[src/rtl/keypad_scan_ctrl.sv]
// rtl/keypad_scan_ctrl.sv - matrix keypad scanner with frame debounce and press/release event FIFO
module keypad_scan_ctrl #(
  parameter  int ROWS       = 4,
  parameter  int COLS       = 4,
  parameter  int CLK_DIV    = 2500,
  parameter  int DEBOUNCE   = 3,
  parameter  int FIFO_DEPTH = 8,
  localparam int N          = ROWS * COLS,
  localparam int KW         = $clog2(N),
  localparam int EW         = KW + 1,
  localparam int CW         = $clog2(FIFO_DEPTH) + 1
) (
  input  logic            clk,
  input  logic            rstn,
  input  logic [COLS-1:0] col,
  output logic [ROWS-1:0] row,
  output logic [N-1:0]    key_state,
  output logic            evt_valid,
  output logic [EW-1:0]   evt_data,
  input  logic            evt_ready,
  output logic [CW-1:0]   evt_count,
  output logic            overflow,
  input  logic            ovf_clr
);

  localparam int SW = $clog2(CLK_DIV);
  localparam int RW = $clog2(ROWS);
  localparam int DW = $clog2(DEBOUNCE + 1);
  localparam int AW = $clog2(FIFO_DEPTH);

  typedef enum logic {IDLE, EMIT} emit_state_e;

  logic [COLS-1:0] col_s1_q, col_s2_q;
  logic [SW-1:0]   slot_q;
  logic [RW-1:0]   row_idx_q;
  logic [N-1:0]    raw_q, prev_q;
  logic [DW-1:0]   stable_q;
  logic            frame_end_q;
  logic            slot_end;

  assign slot_end = (slot_q == SW'(CLK_DIV - 1));
  assign row      = ~(ROWS'(1) << row_idx_q);

  always_ff @(posedge clk) begin
    if (!rstn) begin
      col_s1_q    <= '1;
      col_s2_q    <= '1;
      slot_q      <= '0;
      row_idx_q   <= '0;
      raw_q       <= '0;
      frame_end_q <= 1'b0;
    end else begin
      col_s1_q    <= col;
      col_s2_q    <= col_s1_q;
      frame_end_q <= 1'b0;
      if (slot_end) begin
        slot_q <= '0;
        raw_q[int'(row_idx_q) * COLS +: COLS] <= ~col_s2_q;
        if (row_idx_q == RW'(ROWS - 1)) begin
          row_idx_q   <= '0;
          frame_end_q <= 1'b1;
        end else begin
          row_idx_q <= row_idx_q + RW'(1);
        end
      end else begin
        slot_q <= slot_q + SW'(1);
      end
    end
  end

  // Frame evaluation runs the cycle after the last row capture, while raw_q still holds the whole frame.
  logic [DW-1:0] stable_inc, stable_nx;
  logic          accept;

  assign stable_inc = (stable_q == DW'(DEBOUNCE)) ? stable_q : stable_q + DW'(1);
  assign stable_nx  = (raw_q == prev_q) ? stable_inc : DW'(1);
  assign accept     = frame_end_q && (stable_nx == DW'(DEBOUNCE)) && (raw_q != key_state);

  always_ff @(posedge clk) begin
    if (!rstn) begin
      prev_q   <= '0;
      stable_q <= '0;
    end else if (frame_end_q) begin
      prev_q   <= raw_q;
      stable_q <= stable_nx;
    end
  end

  emit_state_e   state_q, state_d;
  logic [N-1:0]  key_state_q, key_state_d;
  logic [N-1:0]  diff_q, diff_d;
  logic [KW-1:0] low_idx;
  logic          push;
  logic [EW-1:0] push_data;

  always_comb begin
    low_idx = '0;
    for (int i = N - 1; i >= 0; i--) begin
      if (diff_q[i]) low_idx = KW'(i);
    end
  end

  assign push_data = {key_state_q[low_idx], low_idx};

  always_comb begin
    state_d     = state_q;
    key_state_d = key_state_q;
    diff_d      = diff_q;
    push        = 1'b0;
    case (state_q)
      IDLE: begin
        if (accept) begin
          key_state_d = raw_q;
          diff_d      = raw_q ^ key_state_q;
          state_d     = EMIT;
        end
      end
      EMIT: begin
        push   = 1'b1;
        diff_d = diff_q & (diff_q - N'(1));
        if (diff_d == '0) state_d = IDLE;
      end
      default: state_d = IDLE;
    endcase
  end

  always_ff @(posedge clk) begin
    if (!rstn) begin
      state_q     <= IDLE;
      key_state_q <= '0;
      diff_q      <= '0;
    end else begin
      state_q     <= state_d;
      key_state_q <= key_state_d;
      diff_q      <= diff_d;
    end
  end

  assign key_state = key_state_q;

  logic [EW-1:0] mem_q [FIFO_DEPTH];
  logic [AW:0]   wr_q, rd_q;
  logic          full, pop, push_ok, ovf_q;

  assign evt_count = wr_q - rd_q;
  assign evt_valid = (wr_q != rd_q);
  assign full      = (evt_count == CW'(FIFO_DEPTH));
  assign pop       = evt_valid & evt_ready;
  // A pop in the same cycle frees the slot, so a push onto a full FIFO is still taken.
  assign push_ok   = push & (~full | pop);
  assign evt_data  = mem_q[rd_q[AW-1:0]];
  assign overflow  = ovf_q;

  always_ff @(posedge clk) begin
    if (push_ok) mem_q[wr_q[AW-1:0]] <= push_data;
  end

  always_ff @(posedge clk) begin
    if (!rstn) begin
      wr_q  <= '0;
      rd_q  <= '0;
      ovf_q <= 1'b0;
    end else begin
      if (push_ok) wr_q <= wr_q + (AW+1)'(1);
      if (pop)     rd_q <= rd_q + (AW+1)'(1);
      if (push && full && !pop) ovf_q <= 1'b1;
      else if (ovf_clr)         ovf_q <= 1'b0;
    end
  end

endmodule

[config.mk]
export PLATFORM = sky130hd
export DESIGN_NAME = keypad_scan_ctrl
export DESIGN_NICKNAME = d
export VERILOG_FILES = /design/src/rtl/keypad_scan_ctrl.sv
export SDC_FILE = /design/constraint.sdc
export NUM_CORES = 1
export LEC_CHECK = 0
export ABC_AREA = 1
export ABC_CLOCK_PERIOD_IN_PS = 2900
export BUFFER_PORTS_ARGS = -buffer_cell sky130_fd_sc_hd__buf_2
export CAP_MARGIN = 30
export CELL_PAD_IN_SITES_DETAIL_PLACEMENT = 1
export CELL_PAD_IN_SITES_GLOBAL_PLACEMENT = 1
export CORE_ASPECT_RATIO = 1.25
export CORE_MARGIN = 10
export CORE_UTILIZATION = 46
export CTS_CLUSTER_SIZE = 12
export DETAILED_ROUTE_END_ITERATION = 10
export PLACE_DENSITY_LB_ADDON = 0.1
export REMOVE_ABC_BUFFERS = 1
export SYNTH_ARGS = -nofsm -noshare
export SYNTH_HDL_FRONTEND = slang
export SYNTH_SLANG_ARGS = --single-unit
[constraint.sdc]
create_clock -name clk -period 2.9 [get_ports clk]
set_clock_uncertainty 0.05 [all_clocks]
set_input_delay 0.58 -clock clk [delete_from_list [all_inputs] [get_ports clk]]
set_output_delay 0.58 -clock clk [all_outputs]
set_load 0.1 [all_outputs]
==> impl_metrics.py, run 1 <==
metrics = {
    "grt": {
        "grt_pass1_vias": 5836,
        "grt_max_degree": 51,
        "grt_remaining_overflow": 0,
        "grt_usage_pct": 18.82,
        "antenna_found_initial": 0,
        "grt_pass1_wl_um": 29640,
    },
    "power_and_ir_drop": {
        "powerDensity_nw_per_um2": 622.3,
        "total_leakage_power_uw": 0.003129,
        "peakVddDrop_v": 0.0003718,
    },
    "detailed_routing": {
        "drt-pass1-iter-count": 4,
        "drc": 0,
        "antenna_left": 0,
        "via_count": 5436,
        "viasPerCell": 5.469,
        "routedWlPerCell_um": 17.97,
        "wl_um": 17860,
        "first_iter_violations": 289,
    },
    "logic_synthesis": {
        "synth-xor-area-share_pct": 4.595,
        "syn_avg_cell_area_sq_um": 8.472,
        "synth_top_cell_area_share_pct": 31.51,
        "synthTopCellsByArea": "dfxtp_1 32%, edfxtp_1 19%, inv_1 5.6%",
        "synth_fa_ha_area_share_pct": 2.625,
        "synth_seq_cells": 142,
        "synth_compound_area_share_pct": 17.80,
        "yosysTopAreaCell": "dfxtp_1",
        "ys_seq_area_share_pct": 50.04,
        "syn_inst": 765,
        "muxShareOfSynthArea_pct": 0,
        "synthFlopType": "dfxtp_1",
        "yosys-top-cells-count": "102 x dfxtp_1, 97 x inv_1, 89 x nor2_1",
        "netlist_area_sq_um": 6481,
        "ys_warn_count": 0,
        "yosysUniqueCellTypes": 45,
        "yosys.cell_count.top_type": "dfxtp_1",
        "synth-async-reset-ratio_pct": 0,
        "synth-simple-area-share_pct": 17.08,
        "synth_top_family_by_area": "compound AO/OA/AOI/OAI gates",
        "synth_edf_count": 40,
    },
    "outcome": {
        "outcome": "finished clean",
    },
    "sta": {
        "setup_viol": 0,
        "min_period_ns": 2.803,
        "clock.fmax_mhz": 356.8,
        "tns_ns": 0,
        "hold_violations": 0,
        "worst_pin_slew_ns": 0.5314,
        "rsz0062_at_grt": "no",
        "slew-limit-headroom_pct": 64.52,
        "drv_slew": 0,
        "timing.final.crit_share_pct": 96.64,
    },
    "setup_path": {
        "crit_arrival_ns": 2.17,
        "critPathCaptureType": "primary output",
        "cp_max_fo": 4,
        "slowest_delay_ns": 0.42,
        "worstPathCellList": "inv_1 > ha_1 > a21oi_1 > o21ai_0 > xnor2_1 > inv_1 > buf_2",
        "crit_path_start_kind": "flop",
        "required_ns": 2.27,
        "path_common_cell": "inv_1",
        "worstSetupPathType": "flop to primary output",
        "worst_path_max_delay_cell": "buf_2",
    },
    "clocking": {
        "htreeDepth": 4,
        "ctsHoldBuffers": 0,
        "cts_setup_buffers": 0,
        "clock_sinks": 142,
        "clockRootBuffer": "clkbuf_16",
        "clk_latency_ns": 0.43,
        "clockBufferDepth": 2,
        "cts_tree": "yes",
        "clkSlewWorstSetupHoldPaths_ns": 0.06,
        "numCtsBuffers": 17,
    },
    "final_layout": {
        "fin_cells": 994,
        "diodes": 0,
        "drive_gt1_share_pct": 13.31,
        "syn_to_final_growth_pct": 15.46,
        "nets": 828,
    },
    "flow_run": {
        "drv_cap": 0,
    },
    "placement": {
        "placed_cells": 962,
        "port_buffers": 38,
        "gp_congestion": 0.8812,
        "hpwl_um": 13370,
    },
    "floorplan": {
        "core_sq_um": 13810,
        "die_y_um": 152.7,
        "fp.dieW_um": 126.2,
        "die-area_sq_um": 19270,
        "rows": 48,
        "initial_utilization_pct": 46.92,
        "io_pins": 39,
    },
    "worst_hold_path": {
        "min_path_type": "primary input to flop",
    },
}
-- per-stage QoR --
step                      setup slack (ns)  total power [uW]  instance area [sq um]  util [%]  hold WS (ns)
after floorplan                    -0.9379              2343                   6359         -        0.3425
after global placement              0.4304              2414                   6843     49.54        0.3464
after detailed placement            0.3044              2422                   6843     49.54        0.3514
after CTS                         0.007686              4689                   7466     54.05        0.2763
after global routing              0.004119              4826                   7483     54.18        0.2892
final                              0.09746              4657                   7483     54.18        0.2832
-- state kept, by name, indices dropped and copies added (netlist names), named ones only --
signal       count
diff_q          16
col_s1_q         4
wr_q             4
key_state       16
state_q          1
frame_end_q      1
overflow         1
col_s2_q         4
raw_q           16
stable_q         2
slot_q          12
rd_q             4
row_idx_q        2
mem_q           40
prev_q          16
-- routing by layer --
| metal | vias to the layer above | routed length (um) | global-route usage, % |
|---|---|---|---|
| met2 | 89 | 9627 | 34.54 |
| met3 | 46 | 403 | 3.133 |
| met4 | 0 | 682 | 9.560 |
| li1 | 2682 | - | - |
| met5 | - | 0 | 0 |
| met1 | 2619 | 7146 | 20.01 |
-- path summary, 6_finish.rpt --
kind                            endpoint  slack, ns  depth (start not counted)                   start
hold reg to reg   col_s2_q[1]$_SDFF_PN1_       0.36                          1  col_s1_q[1]$_SDFF_PN1_
setup reg to reg   mem_q[0][4]$_DFFE_PP_       0.25                         11    rd_q[2]$_SDFFE_PN0P_
setup / recovery            evt_count[3]        0.1                          7    rd_q[2]$_SDFFE_PN0P_
hold / removal    col_s1_q[2]$_SDFF_PN1_       0.28                          2                  col[2]
-- kinds of logic after synthesis --
logic type / Yosys count
AO/OA/AOI/OAI: 203
adder cells (fa/ha/maj): 13
buffers and inverters: 129
AND/OR/NAND/NOR: 244
flip-flops: 142
XOR/XNOR: 34
-- report_power, final --
part	switching [uW]	internal (uW)	total, uW
Combinational	259	67.8	327
Clock	857	1410	2270
Sequential	17.6	2040	2060
Total	1130	3520	4660
-- layout make-up --
cell class / instances / area (sq um)
fill: 1665 / 6330
timing repair buffer: 48 / 277.8
inverter: 103 / 394.1
clock inverter: 11 / 153.9
tap: 175 / 219.0
clock buffer: 20 / 459.2
sequential: 142 / 3246
multi-input combinational: 494 / 2729
timing repair inverter: 1 / 5.005
-- timing repair --
item / 4_1_cts / 5_1_grt
gates cloned: 1 / 0
resized for setup: 2 / 7
setup endpoints to repair: 4 / 6
pin swaps: 0 / 0
-- worst max-delay path: cells and delay by family, from the launching register on --
kind / cells / cell delay, ns
compound gates: 2 / 0.29
xor+xnor: 1 / 0.17
buf+inv: 3 / 0.57
flops: 1 / 0.38
fa+ha+maj: 1 / 0.34
-- cell usage in the layout, fill, tap and decap left out, types with 10 or more instances in the layout --
cell type and n:
xnor2_1 25, o21ai_0 59, buf_4 10, a211oi_1 15, nand2_1 76, o21ai_1 23, a21oi_1 64, or2_2 11
edfxtp_1 40, ha_1 12, nand3_1 34, nor2_1 89, dfxtp_1 100, clkbuf_16 18, inv_1 96, a31oi_1 15
buf_2 33
Note: power is estimated with default switching activity, not from simulation.
==> run 2, diff against run 1 <==
--- a/config.mk
+++ b/config.mk
@@ -6,7 +6,7 @@
 export NUM_CORES = 1
 export LEC_CHECK = 0
 export ABC_AREA = 1
-export ABC_CLOCK_PERIOD_IN_PS = 2900
+export ABC_CLOCK_PERIOD_IN_PS = 2740
 export BUFFER_PORTS_ARGS = -buffer_cell sky130_fd_sc_hd__buf_2
 export CAP_MARGIN = 30
 export CELL_PAD_IN_SITES_DETAIL_PLACEMENT = 1
@@ -16,6 +16,7 @@
 export CORE_UTILIZATION = 46
 export CTS_CLUSTER_SIZE = 12
 export DETAILED_ROUTE_END_ITERATION = 10
+export MAX_ROUTING_LAYER = met4
 export PLACE_DENSITY_LB_ADDON = 0.1
 export REMOVE_ABC_BUFFERS = 1
 export SYNTH_ARGS = -nofsm -noshare
==> constraint.sdc (replaced) <==
create_clock -name clk -period 2.74 [get_ports clk]
set_clock_uncertainty 0.05 [all_clocks]
set_input_delay 0.548 -clock clk [delete_from_list [all_inputs] [get_ports clk]]
set_output_delay 0.548 -clock clk [all_outputs]
set_load 0.1 [all_outputs]
==> impl_metrics.py, run 2 (same netlist as run 1, synthesis figures left out) <==
metrics = {
    "outcome": {
        "outcome": "finished clean",
    },
    "final_layout": {
        "final_common_cell": "dfxtp_1",
        "diodes": 0,
        "drive_gt1_share_pct": 14.39,
        "syn_to_final_growth_pct": 15.35,
        "layout_common_cells": "99 x dfxtp_1, 97 x inv_1, 84 x nor2_1",
        "largest_register_ffs": 40,
        "nets": 828,
        "post-route-util_pct": 54.12,
    },
    "floorplan": {
        "die-area_sq_um": 19270,
        "rows": 48,
        "core_sq_um": 13810,
        "fp.dieW_um": 126.2,
        "io_pins": 39,
        "die_y_um": 152.7,
        "initial_utilization_pct": 46.92,
    },
    "power_and_ir_drop": {
        "power_frac_seq_pct": 45.7,
        "switching_share_pct": 26.48,
        "switching_power_uw": 1264,
        "total_leakage_power_uw": 0.003124,
        "peakVddDrop_v": 0.0003730,
        "power_frac_comb_pct": 7.5,
        "powerDensity_nw_per_um2": 638.4,
        "pwr-share-clk_pct": 46.8,
        "p_int_uw": 3509,
    },
    "detailed_routing": {
        "drt-pass1-iter-count": 4,
        "first_iter_violations": 222,
        "viasPerCell": 5.529,
        "routedWlPerCell_um": 18.60,
        "via_count": 5501,
        "drc": 0,
        "wl_um": 18500,
        "antenna_left": 0,
    },
    "grt": {
        "grt_usage_pct": 19.71,
        "grt_max_degree": 60,
        "grt_remaining_overflow": 0,
        "antenna_found_initial": 0,
        "grt_pass1_wl_um": 29850,
        "grt_pass1_vias": 5785,
    },
    "sta": {
        "slew-limit-headroom_pct": 62.01,
        "clock.fmax_mhz": 379.4,
        "rsz0062_at_grt": "yes",
        "setup_viol": 0,
        "hold_violations": 0,
        "timing.final.crit_share_pct": 96.20,
        "drv_slew": 0,
        "min_period_ns": 2.636,
        "tns_ns": 0,
        "worst_pin_slew_ns": 0.5699,
        "hold_slack_ns": 0.2513,
    },
    "worst_hold_path": {
        "min_from": "col[3]",
        "min_path_type": "primary input to flop",
        "holdPathStages": 2,
    },
    "clocking": {
        "cts_setup_buffers": 0,
        "numCtsBuffers": 17,
        "clockRootBuffer": "clkbuf_16",
        "clock_sinks": 142,
        "cts_tree": "yes",
        "clockBufferDepth": 2,
        "clkSlewWorstSetupHoldPaths_ns": 0.07,
        "clk_latency_ns": 0.43,
        "htreeDepth": 4,
    },
    "placement": {
        "port_buffers": 38,
        "hpwl_um": 13580,
        "gp_congestion": 0.8526,
    },
    "setup_path": {
        "cp.depth": 7,
        "path_common_cell": "inv_1",
        "crit_path_start_kind": "flop",
        "critPathTopFamily": "flip-flops",
        "required_ns": 2.14,
        "worstSetupPathType": "flop to primary output",
        "worstPathCellList": "inv_1 > ha_1 > a21oi_1 > o21ai_0 > xnor2_1 > inv_1 > buf_4",
        "slowest_delay_ns": 0.38,
        "startpoint": "rd_q[2]$_SDFFE_PN0P_",
        "crit_buf_inv": 3,
        "cp_max_fo": 4,
        "worst_path_max_delay_cell": "dfxtp_1",
        "worstRegToRegCells": 10,
        "crit_arrival_ns": 2.04,
        "critPathCaptureType": "primary output",
        "reg2reg_from": "wr_q[0]$_SDFFE_PN0P_",
    },
    "flow_run": {
        "drv_cap": 0,
    },
}
## run 2: cell count changes in the layout (fill, tap and decap cells not counted), sizes merged
cell,delta
bufinv,-2
clkinv,+3
clkinvlp,-1
clkbuf,-4
inv,+3
buf,+2
## run 2: final cells by class
cell class	count	area, sq um
fillers	1673	6337
flip-flops and latches	142	3249
multi-input cells	494	2760
clock buffers	18	430.4
inverters	103	391.6
repair buffers	48	289.0
well taps	175	219.0
clock inverters	14	131.4
repair inverters	1	5.005
## run 2: power by group through the flow
| stage | Clock, uW | Combinational, uW | Sequential (uW) |
|---|---|---|---|
| floorplan | 0 | 261 | 2220 |
| global placement | 0 | 335 | 2220 |
| detailed placement | 0 | 343 | 2220 |
| CTS | 2260 | 352 | 2180 |
| global route | 2360 | 383 | 2180 |
| finish | 2230 | 360 | 2180 |
## run 2: repair_timing
action	in CTS	in global routing
endpoints found under the setup margin	7	47
endpoints found under the hold margin	0	0
hold buffers	0	0
resized for setup	9	14
cloned	0	1
## run 2: worst paths after layout
kind / endpoint / slack [ns]
worst max register to register: mem_q[1][2]$_DFFE_PP_ / 0.12
worst max-delay path: evt_count[3] / 0.10
worst min-delay path: col_s1_q[3]$_SDFF_PN1_ / 0.25
worst min register to register: col_s2_q[1]$_SDFF_PN1_ / 0.37
## run 2: metrics by stage
stage / instance area [sq um] / std cells / worst slack (ns) / total power (uW)
after floorplan: 6359 / 739 / -1.098 / 2480
after global placement: 6843 / 962 / 0.2661 / 2557
after detailed placement: 6843 / 962 / 0.1418 / 2567
after CTS: 7426 / 994 / 0.02648 / 4791
after global routing: 7476 / 995 / -0.04910 / 4922
final: 7476 / 995 / 0.1040 / 4773
## run 2: routing by layer
layer  up-vias  part of all wire [%]  routed length (um)  track usage, %
met4         0                   3.3                 608           9.071
met2        92                    55               10210           35.80
met5         -                     0                   0               -
li1       2683                     -                   -               -
met1      2680                    39                7293           20.13
met3        46                   2.1                 392           3.237
==> run 3, diff against run 2 <==
--- a/config.mk
+++ b/config.mk
@@ -6,8 +6,8 @@
 export NUM_CORES = 1
 export LEC_CHECK = 0
 export ABC_AREA = 1
-export ABC_CLOCK_PERIOD_IN_PS = 2740
-export BUFFER_PORTS_ARGS = -buffer_cell sky130_fd_sc_hd__buf_2
+export ABC_CLOCK_PERIOD_IN_PS = 3000
+export BUFFER_PORTS_ARGS = -buffer_cell sky130_fd_sc_hd__buf_4
 export CAP_MARGIN = 30
 export CELL_PAD_IN_SITES_DETAIL_PLACEMENT = 1
 export CELL_PAD_IN_SITES_GLOBAL_PLACEMENT = 1
==> constraint.sdc (replaced) <==
create_clock -name clk -period 3 [get_ports clk]
set_clock_uncertainty 0.05 [all_clocks]
set_input_delay 0.6 -clock clk [delete_from_list [all_inputs] [get_ports clk]]
set_output_delay 0.6 -clock clk [all_outputs]
set_load 0.1 [all_outputs]
==> impl_metrics.py, run 3 (same netlist as run 1, synthesis figures left out) <==
metrics = {
    "outcome": {
        "outcome": "finished clean",
    },
    "detailed_routing": {
        "first_iter_violations": 235,
        "drc": 0,
        "drt-pass1-iter-count": 4,
        "antenna_left": 0,
        "routedWlPerCell_um": 18.68,
        "via_count": 5475,
        "wl_um": 18530,
        "viasPerCell": 5.519,
    },
    "grt": {
        "grt_pass1_wl_um": 29950,
        "antenna_found_initial": 0,
        "grt_pass1_vias": 5810,
        "grt_max_degree": 37,
        "grt_remaining_overflow": 0,
        "grt_usage_pct": 19.78,
    },
    "power_and_ir_drop": {
        "pwr-share-clk_pct": 46.8,
        "power_frac_seq_pct": 45.8,
        "total_leakage_power_uw": 0.003092,
        "switching_share_pct": 26.20,
        "peakVddDrop_v": 0.0004015,
        "switching_power_uw": 1137,
        "powerDensity_nw_per_um2": 579.8,
        "p_int_uw": 3203,
        "power_frac_comb_pct": 7.4,
    },
    "floorplan": {
        "fp.dieW_um": 126.2,
        "die_y_um": 152.7,
        "initial_utilization_pct": 46.92,
        "core_sq_um": 13810,
        "die-area_sq_um": 19270,
        "io_pins": 39,
        "rows": 48,
    },
    "final_layout": {
        "largest_register_ffs": 40,
        "diodes": 0,
        "layout_common_cells": "101 x dfxtp_1, 97 x inv_1, 89 x nor2_1",
        "drive_gt1_share_pct": 12.61,
        "fin_cells": 992,
        "syn_to_final_growth_pct": 15.50,
        "nets": 825,
        "final_common_cell": "dfxtp_1",
        "fillers": 1661,
    },
    "setup_path": {
        "worstSetupPathType": "flop to flop",
        "r2r-end": "mem_q[2][4]$_DFFE_PP_",
        "crit_path_start_kind": "flop",
        "cp_max_fo": 5,
        "required_ns": 3.02,
        "worstRegToRegCells": 10,
        "critPathCaptureType": "flop",
        "startpoint": "wr_q[0]$_SDFFE_PN0P_",
        "crit_arrival_ns": 2.86,
        "reg2reg_slack_ns": 0.16,
        "reg2reg_from": "wr_q[0]$_SDFFE_PN0P_",
    },
    "worst_hold_path": {
        "min_from": "col[3]",
        "min_delay_worst_endpoint": "col_s1_q[3]$_SDFF_PN1_",
        "holdPathStages": 2,
        "min_path_type": "primary input to flop",
    },
    "placement": {
        "hpwl_um": 13740,
        "gp_congestion": 0.9188,
        "port_buffers": 38,
        "placed_cells": 960,
    },
    "sta": {
        "timing.final.crit_share_pct": 94.56,
        "slew-limit-headroom_pct": 59.56,
        "setup_viol": 0,
        "clock.fmax_mhz": 352.5,
        "hold_violations": 0,
        "rsz0062_at_grt": "no",
        "min_period_ns": 2.837,
        "hold_slack_ns": 0.3094,
        "worst_pin_slew_ns": 0.6058,
        "drv_slew": 0,
    },
    "clocking": {
        "clk_latency_ns": 0.43,
        "ctsResizeCount": 1,
        "cts_tree": "yes",
        "numCtsBuffers": 17,
        "cts_setup_buffers": 0,
        "clockBufferDepth": 2,
        "htreeDepth": 4,
        "clock_sinks": 142,
        "clockRootBuffer": "clkbuf_16",
        "ctsHoldBuffers": 0,
        "clkSlewWorstSetupHoldPaths_ns": 0.06,
    },
    "flow_run": {
        "drv_cap": 0,
    },
}
-- run 3: cell count changes in the layout (fill, tap and decap cells not counted), moves of 2 or more --
cell,previous run,this run
nor2_2,4,0
buf_2,30,0
nor2_1,84,89
clkinv_4,3,1
dfxtp_1,99,101
buf_4,14,46
clkbuf_1,0,2
clkbuf_4,3,0
inv_4,2,0
clkinvlp_4,2,4
-- run 3: how the worst max path moves through the flow --
stage	to	slack [ns]	cells past startpoint
CTS	evt_data[1]	0.17	5
detailed placement	mem_q[3][3]$_DFFE_PP_	0.30	10
floorplan	mem_q[7][0]$_DFFE_PP_	-0.84	10
global placement	mem_q[3][0]$_DFFE_PP_	0.49	11
finish	mem_q[2][4]$_DFFE_PP_	0.16	10
global route	mem_q[3][0]$_DFFE_PP_	0.003	10
-- run 3: cell type report --
| cell class | count | area (sq um) | share of cell area (%) |
|---|---|---|---|
| well taps | 175 | 219.0 | 2.925 |
| inverters | 103 | 386.6 | 5.165 |
| clock buffers | 19 | 432.9 | 5.783 |
| flip-flops and latches | 142 | 3244 | 43.34 |
| multi-input cells | 494 | 2729 | 36.45 |
| repair buffers | 46 | 345.3 | 4.613 |
| clock inverters | 13 | 128.9 | 1.722 |
-- run 3: worst max-delay path: stages (launching register included) --
cell and delay (ns):
dfxtp_1 0.38, inv_1 0.10, ha_1 0.23, fa_1 0.38, xnor2_1 0.26, nor4_1 0.13, nand2_1 0.08, nand2_1 0.12
inv_1 0.18, nand2_1 0.17, nor2_1 0.39
-- run 3: power groups by stage --
stage / logic (uW) / clock network (uW) / registers, uW
finish: 321 / 2030 / 1990
global route: 340 / 2140 / 1990
CTS: 323 / 2060 / 1990
detailed placement: 321 / 0 / 2030
global placement: 312 / 0 / 2030
floorplan: 238 / 0 / 2030
-- run 3: through the flow --
step | instance area (sq um) | total power, uW | setup slack, ns | setup TNS (ns) | util [%]
after floorplan | 6359 | 2265 | -0.8379 | -35.58 | -
after global placement | 6923 | 2342 | 0.4894 | 0 | 50.12
after detailed placement | 6923 | 2353 | 0.3015 | 0 | 50.12
after CTS | 7486 | 4372 | 0.1712 | 0 | 54.19
after global routing | 7486 | 4475 | 0.002693 | 0 | 54.19
final | 7486 | 4340 | 0.1632 | 0 | 54.19
-- run 3: layer usage --
layer	vias up	part of all wire, %	wire, um	track usage [%]
met3	36	2.1	396	3.272
met1	2660	39	7301	19.84
met4	0	2.9	529	8.311
met5	-	0	0	-
met2	94	56	10300	36.69
li1	2685	-	-	-
